### src/rtl/conv_pkg.sv
// Shared constants for the 3x3 convolution scheduler and engine.
// Holds the kernel size and the scheduler state encodings.
package conv_pkg;

    localparam int KERNEL = 3;

    localparam logic [2:0] S_IDLE     = 3'd0;
    localparam logic [2:0] S_CHECK    = 3'd1;
    localparam logic [2:0] S_ISSUE    = 3'd2;
    localparam logic [2:0] S_WAIT_ENG = 3'd3;
    localparam logic [2:0] S_ADVANCE  = 3'd4;
    localparam logic [2:0] S_FINISH   = 3'd5;

endpackage

### src/rtl/conv_addr_gen.sv
// Output-pixel row/col counters, latched job configuration and
// window/output address generation for the convolution scheduler.
// Ports: clk, reset_b; load_i latches cfg_*_i and clears counters;
// adv_i steps to the next output pixel (row-major); cfg_ok_o says
// the latched size fits a 3x3 kernel; last_o flags the final pixel;
// win_addr_o / out_addr_o are the current window / output addresses.
module conv_addr_gen
    import conv_pkg::*;
#(
    parameter int ADDR_W = 8,
    parameter int DIM_W  = 4
) (
    input  logic              clk,
    input  logic              reset_b,
    input  logic              load_i,
    input  logic              adv_i,
    input  logic [DIM_W-1:0]  cfg_w_i,
    input  logic [DIM_W-1:0]  cfg_h_i,
    input  logic [ADDR_W-1:0] cfg_in_base_i,
    input  logic [ADDR_W-1:0] cfg_out_base_i,
    output logic              cfg_ok_o,
    output logic              last_o,
    output logic [ADDR_W-1:0] win_addr_o,
    output logic [ADDR_W-1:0] out_addr_o
);

    localparam int SW = ADDR_W + 2 * DIM_W;
    localparam logic [DIM_W-1:0] K = DIM_W'(KERNEL);

    logic [DIM_W-1:0]  w_q, h_q;
    logic [ADDR_W-1:0] in_q, out_q;
    logic [DIM_W-1:0]  row_q, row_d;
    logic [DIM_W-1:0]  col_q, col_d;
    logic [SW-1:0]     win_sum, out_sum;

    assign cfg_ok_o = (w_q >= K) && (h_q >= K);
    assign last_o   = (row_q == h_q - K) && (col_q == w_q - K);

    always_comb begin
        row_d = row_q;
        col_d = col_q;
        if (load_i) begin
            row_d = '0;
            col_d = '0;
        end else if (adv_i) begin
            if (col_q < w_q - K) begin
                col_d = col_q + DIM_W'(1);
            end else begin
                col_d = '0;
                row_d = row_q + DIM_W'(1);
            end
        end
    end

    always_ff @(posedge clk or negedge reset_b) begin
        if (!reset_b) begin
            w_q   <= '0;
            h_q   <= '0;
            in_q  <= '0;
            out_q <= '0;
            row_q <= '0;
            col_q <= '0;
        end else begin
            row_q <= row_d;
            col_q <= col_d;
            if (load_i) begin
                w_q   <= cfg_w_i;
                h_q   <= cfg_h_i;
                in_q  <= cfg_in_base_i;
                out_q <= cfg_out_base_i;
            end
        end
    end

    // Computed wide, then truncated: address wrap is intentional.
    always_comb begin
        win_sum = SW'(in_q)
                + SW'(row_q) * SW'(w_q)
                + SW'(col_q);
        out_sum = SW'(out_q)
                + SW'(row_q) * SW'(w_q - (K - DIM_W'(1)))
                + SW'(col_q);
    end

    assign win_addr_o = win_sum[ADDR_W-1:0];
    assign out_addr_o = out_sum[ADDR_W-1:0];

endmodule

### src/rtl/conv_scheduler.sv
// Walks every output pixel of a 3x3/stride-1 convolution and hands
// one window at a time to the XNOR/popcount engine.
// Ports: start/abort control, cfg_* image geometry and bases,
// eng_go/eng_win_addr/eng_out_addr/eng_done engine handshake,
// busy/done/err job status.
module conv_scheduler
    import conv_pkg::*;
#(
    parameter int ADDR_W = 8,
    parameter int DIM_W  = 4
) (
    input  logic              clk,
    input  logic              reset_b,
    input  logic              start,
    input  logic              abort,
    input  logic [DIM_W-1:0]  cfg_w,
    input  logic [DIM_W-1:0]  cfg_h,
    input  logic [ADDR_W-1:0] cfg_in_base,
    input  logic [ADDR_W-1:0] cfg_out_base,
    output logic              eng_go,
    output logic [ADDR_W-1:0] eng_win_addr,
    output logic [ADDR_W-1:0] eng_out_addr,
    input  logic              eng_done,
    output logic              busy,
    output logic              done,
    output logic              err
);

    logic [2:0] state_q, state_d;
    logic       err_q, err_d;
    logic       load, adv;
    logic       cfg_ok, last;

    conv_addr_gen #(
        .ADDR_W (ADDR_W),
        .DIM_W  (DIM_W)
    ) u_addr (
        .clk            (clk),
        .reset_b        (reset_b),
        .load_i         (load),
        .adv_i          (adv),
        .cfg_w_i        (cfg_w),
        .cfg_h_i        (cfg_h),
        .cfg_in_base_i  (cfg_in_base),
        .cfg_out_base_i (cfg_out_base),
        .cfg_ok_o       (cfg_ok),
        .last_o         (last),
        .win_addr_o     (eng_win_addr),
        .out_addr_o     (eng_out_addr)
    );

    always_comb begin
        state_d = state_q;
        err_d   = 1'b0;
        load    = 1'b0;
        adv     = 1'b0;
        unique case (state_q)
            S_IDLE: begin
                if (start) begin
                    load    = 1'b1;
                    state_d = S_CHECK;
                end
            end
            S_CHECK: begin
                if (cfg_ok) begin
                    state_d = S_ISSUE;
                end else begin
                    err_d   = 1'b1;
                    state_d = S_IDLE;
                end
            end
            S_ISSUE:    state_d = S_WAIT_ENG;
            S_WAIT_ENG: begin
                if (eng_done) state_d = S_ADVANCE;
            end
            S_ADVANCE: begin
                adv     = 1'b1;
                state_d = last ? S_FINISH : S_ISSUE;
            end
            S_FINISH:   state_d = S_IDLE;
            default:    state_d = S_IDLE;
        endcase
        // Abort overrides everything outside IDLE, including eng_done.
        if (abort && state_q != S_IDLE) begin
            state_d = S_IDLE;
            err_d   = 1'b0;
            adv     = 1'b0;
        end
    end

    always_ff @(posedge clk or negedge reset_b) begin
        if (!reset_b) begin
            state_q <= S_IDLE;
            err_q   <= 1'b0;
        end else begin
            state_q <= state_d;
            err_q   <= err_d;
        end
    end

    assign eng_go = (state_q == S_ISSUE);
    assign done   = (state_q == S_FINISH);
    assign err    = err_q;
    // FINISH already counts as idle so busy falls with the done pulse.
    assign busy   = (state_q != S_IDLE) && (state_q != S_FINISH);

endmodule

### config.mk
export PLATFORM = sky130hd
export DESIGN_NAME = conv_scheduler
export DESIGN_NICKNAME = d
export VERILOG_FILES = /design/src/rtl/conv_pkg.sv /design/src/rtl/conv_addr_gen.sv /design/src/rtl/conv_scheduler.sv
export SDC_FILE = /design/constraint.sdc
export NUM_CORES = 1
export LEC_CHECK = 0
export BUFFER_PORTS_ARGS = -buffer_cell sky130_fd_sc_hd__buf_2
export CORE_ASPECT_RATIO = 0.5
export CORE_MARGIN = 2
export CORE_UTILIZATION = 50
export CTS_CLUSTER_SIZE = 12
export DETAILED_ROUTE_END_ITERATION = 10
export PLACE_DENSITY_LB_ADDON = 0.3
export SETUP_SLACK_MARGIN = 0.05
export SLEW_MARGIN = 20
export SYNTH_ARGS = -nofsm -noshare
export SYNTH_HDL_FRONTEND = slang
export SYNTH_SLANG_ARGS = --single-unit
### constraint.sdc
create_clock -name clk -period 4.69 [get_ports clk]
set_input_delay 0.469 -clock clk [delete_from_list [all_inputs] [get_ports clk]]
set_output_delay 0.469 -clock clk [all_outputs]
set_load 0.1 [all_outputs]
# Word level (Yosys, flattened, before mapping)
# Index checks and enable logic that the tools add are counted.
[word_totals]
ff_bits = 36
word_cells = 61
[classes]
n_addsub = 9
mul = 2
order_cmp = 3
eq_ne = 11
mux = 19
reduce_logical = 9
[ops]
columns = ["op", "n"]
rows = [
  ["$mux 4", 6],
  ["$add 8x4->8", 2],
  ["$add 8x8->8", 2],
  ["$mul 4x16->8", 1],
  ["$pmux 3 s5", 1],
  ["$mux 3", 4],
  ["$ne 3x3->1 const B", 3],
  ["$add 4x1->4 const B", 2],
  ["$eq 4x4->1", 2],
  ["$ge 4x2->1 const B", 2],
  ["$mul 4x4->8", 1],
  ["$sub 4x2->4 const B", 2],
  ["$mux 1", 7],
  ["$eq 3x2->1 const B", 2],
  ["$eq 3x3->1 const B", 2],
  ["$sub 4x2->5 const B", 1],
  ["$logic_and 1x1->1", 4],
  ["$lt 4x4->1", 1],
  ["$reduce_and 2->1", 2],
  ["$eq 3x1->1 const B", 1],
  ["$logic_not 3->1", 1],
  ["$reduce_bool 3->1", 1],
  ["$mux 2", 1],
  ["$ne 2x2->1 const B", 1],
  ["$reduce_bool 2->1", 1],
]

# Longest topological paths before layout
[depth]
word_depth = 6
mapped_depth = 17
ltp_nobuf = 16

# Modules after synthesis
# Synthesis repeated with hierarchy kept, for this count alone.
[unflattened]
hier_cells = 354
area_unflattened_um2 = 3505.9
[by_module_without_submodules]
columns = ["module", "n_inst", "cells_per_inst", "area_per_inst_um2"]
rows = [
  ["conv_addr_gen", 1, 320, 3186.8],
  ["conv_scheduler", 1, 34, 319.1],
]

# Least setup slack after synthesis
# Ideal clock, no wire load.
[synth_path]
path_type = "flip-flop to output port"
from = "register u_addr.w_q[2]"
to = "output eng_out_addr[6]"
arrival_time_ps = 4871
t_required_ps = 4221
slack_ps = -650
stages_incl_launch_ff = 15
n_path_buf = 1
path_cell_list = "dfrtp_1 clkbuf_1 inv_1 ha_1 xor2_1 and2_1 fa_1 fa_1 inv_1 fa_1 inv_1 ha_1 a21o_1 a21oi_1 xnor2_1"
[synth_between]
elab_chain_len = 4
[synth_lines]
columns = ["item", "line_no", "rtl"]
rows = [
  ["start: declaration", "conv_addr_gen.sv:30", "logic [DIM_W-1:0] w_q, h_q;"],
  ["start signal: assignment", "conv_addr_gen.sv:67", "w_q <= cfg_w_i;"],
  ["$sub 4x2->5", "conv_addr_gen.sv:81", "+ SW'(row_q) * SW'(w_q - (K - DIM_W'(1)))"],
  ["$mul 4x16->8", "conv_addr_gen.sv:81", ""],
  ["$add 8x8->8", "conv_addr_gen.sv:81", ""],
  ["$add 8x4->8", "conv_addr_gen.sv:82", "+ SW'(col_q);"],
  ["end: declaration", "conv_scheduler.sv:22", "output logic [ADDR_W-1:0] eng_out_addr,"],
]
# Every way passes these cells.

# Worst setup path after layout
[layout_path]
from = "register u_addr.w_q[2]"
to = "output eng_out_addr[7]"
# Same word-level chain as after synthesis.

==> out/results.tsv <==
metric	value	unit
status	finished, final reports clean	
total die area	7600	um2
Seq cells post-synth	36	
vias in the first global route	2712	
Root Driver	clkbuf_16	
Min Hold Slack	0.284	ns
final hold vios	0	
RSZ-0062 raised after global routing	true	
CTS Buf Count	5	
Syn Inst Count	352	
DP HPWL	5.39	mm
Inst Count DP	484	
Post-CTS Hold Fix Bufs	0	
Worst path most repeated cell	fa_1	
GR Overflow Total	0	
Global Route Usage Sum	21.2	%
Mapped Nets	447	
Hold WC Path Type	input pin to async pin	
commonest cells after routing, fill and taps aside	inv_1, buf_2, dfrtp_1	
max-slew violation count	0	
Final #Nets	501	
CP arrival	4.20	ns
port buffer count	48	
maximum buffer depth of the clock tree	2	
Worst EP required	4.22	ns
worst slew pin tran	0.833	ns
# setup viols final	0	
residual DRC count	0	
Post-DRT Antenna Nets	0	
Initial Util	51.6	%
Area Growth Syn to Fin	24.4	%
layout cells sized above 1	27.5	%
IO Pins	49	
final WL	7.64	mm
final period utilization	99.5	%
Worst-path clk slew	0.06	ns
Clock H-tree levels	2	
GP Congestion	0.880	
largest net degree at the start of global routing	40	
DRT Pass-1 Iters	4	
CTS sink count	36	
initial antenna violation count	0	
crit-path max FO	4	
Die Width	121	um
final instance count without filler cells	499	
Slew Limit Headroom	44.5	%
first-pass GRT wire length	12.7	mm
CP Cell Sequence	inv_2 > ha_4 > xor2_4 > nand2_1 > fa_1 > fa_1 > fa_1 > inv_1 > ha_4 > a211oi_2 > o21bai_1 > a21oi_2 > xnor3_4 > buf_12	
Crit path largest cell delay	0.60	ns
Distinct cells, synth	42	
critical-path cell with the highest stage delay	fa_1	
Startpoint Class	register	
fin worst setup slack	0.0245	ns
Fmax	0.214	GHz
CTS tree	yes	
area leader, netlist	dfrtp_1	
sequential-to-total area share from yosys stat	26.2	%
Crit Reg-Reg Endpoint	u_addr.col_q[0]$_DFFE_PN0P_	
Netlist Area Pre-Place	3440	um2
clk_lat worst skew	0.28	ns
Mean Syn Cell Area	9.78	um2
CP Launch Point	u_addr.w_q[2]$_DFFE_PN0P_	
DRT iter0 DRCs	141	
R2R cell count	9	
max_cap viols	0	
vias	2618	
top cell type's share of synthesized area	26.2	%
Core ar.	6670	um2
DIE HEIGHT	62.7	um
post-place setup slack	0.0886	ns
Clock Skews	0.00522	ns
R2R Path Start	u_addr.w_q[1]$_DFFE_PN0P_	
top cells by area, synth	dfrtp_1, fa_1, ha_1, inv_1, xnor2_1	
wire per inst	15.3	um
vias per cell	5.25	
endpoint class of the critical path	output pin	
Setup TNS Final	0	ns
diode count	0	
Cell Rows	21	
most common cell after layout, fill and taps aside	inv_1	
WS Path Type	register to output pin	
Ys Warns	0	
flop2flop setup slack	1.99	ns
Tmin final	4.67	ns
[area by class of cell]
type	instances	area (um2)
Multi-Input combinational cell	236	2390
Timing Repair Buffer	62	412
Clock inverter	3	90.1
Sequential cell	36	905
Inverter	65	244
Tap cell	92	115
Clock buffer	5	125
Fill cell	527	2390
[sequential cells by signal (all words and copies together) (netlist names)]
| register | flops |
|---|---|
| u_addr.out_q | 8 |
| state_q | 3 |
| err | 1 |
| u_addr.in_q | 8 |
| u_addr.row_q | 4 |
| u_addr.col_q | 4 |
| u_addr.w_q | 4 |
| u_addr.h_q | 4 |
[Yosys cell counts, drive strengths merged]
cell	count
a2111oi	1
a211oi	1
a21o	5
a21oi	14
a221o	1
and2	13
and3	1
and4b	1
buf	7
clkbuf	8
dfrtp	36
fa	32
ha	34
inv	65
mux2	14
nand2	29
nand2b	7
nand3	2
nand3b	3
nand4	1
nor2	5
nor2b	7
nor3	3
nor4	1
nor4b	1
o21ai	18
o21bai	1
o22ai	2
o311ai	2
o31ai	3
o41a	1
o41ai	1
or3	3
or4	2
or4b	1
xnor2	19
xnor3	1
xor2	6
[worst max-delay path: cells and delay by family (launching register included)]
family	cells	cell delay, ns
adders and majority gates	5	1.95
xor gates and xnor gates	2	0.58
AOI/OAI and AO/OA	3	0.47
DFF	1	0.41
buffers and inverters	3	0.38
and+or+nand+nor	1	0.11
[routing by layer]
metal  up-vias  track usage, %  wire [um]
li1       1235               -          -
met1      1298            28.4       3510
met2        65            35.1       3640
met3        20            3.74        307
met4         0            7.18        171
met5         -               0          0
[worst max-delay path by stage]
stage / slack, ns / depth (start not counted) / end
floorplan: -0.05 / 14 / eng_out_addr[6]
global placement: 0.19 / 14 / eng_out_addr[7]
detailed placement: 0.09 / 14 / eng_out_addr[7]
CTS: -0.07 / 13 / eng_out_addr[7]
global route: -0.05 / 14 / eng_out_addr[7]
finish: 0.02 / 14 / eng_out_addr[7]
[what timing repair did]
| action | CTS | global route |
|---|---|---|
| setup endpoints to repair | 4 | 7 |
| gates cloned | 0 | 0 |
| gates resized for setup | 12 | 17 |
| pin swaps | 1 | 9 |
| setup buffers | 0 | 7 |
[cell families after synthesis]
| group | after synthesis | synth area share (%) |
|---|---|---|
| buf+inv | 80 | 9.05 |
| simple gates | 80 | 13.2 |
| fa+ha+maj | 66 | 31.0 |
| compound gates | 50 | 9.02 |
| flops | 36 | 26.2 |
| xor+xnor | 26 | 7.02 |
| mux | 14 | 4.58 |
[metrics by stage]
step / cell area, um2 / util [%]
2_1_floorplan: 3500 / -
3_3_place_gp: 3870 / 57.9
3_5_place_dp: 3870 / 57.9
4_1_cts: 4130 / 61.9
5_1_grt: 4280 / 64.1
6_report: 4280 / 64.1
Power is not shown: default switching activity piles up to over one toggle a cycle in this logic, so the estimate is an artifact.
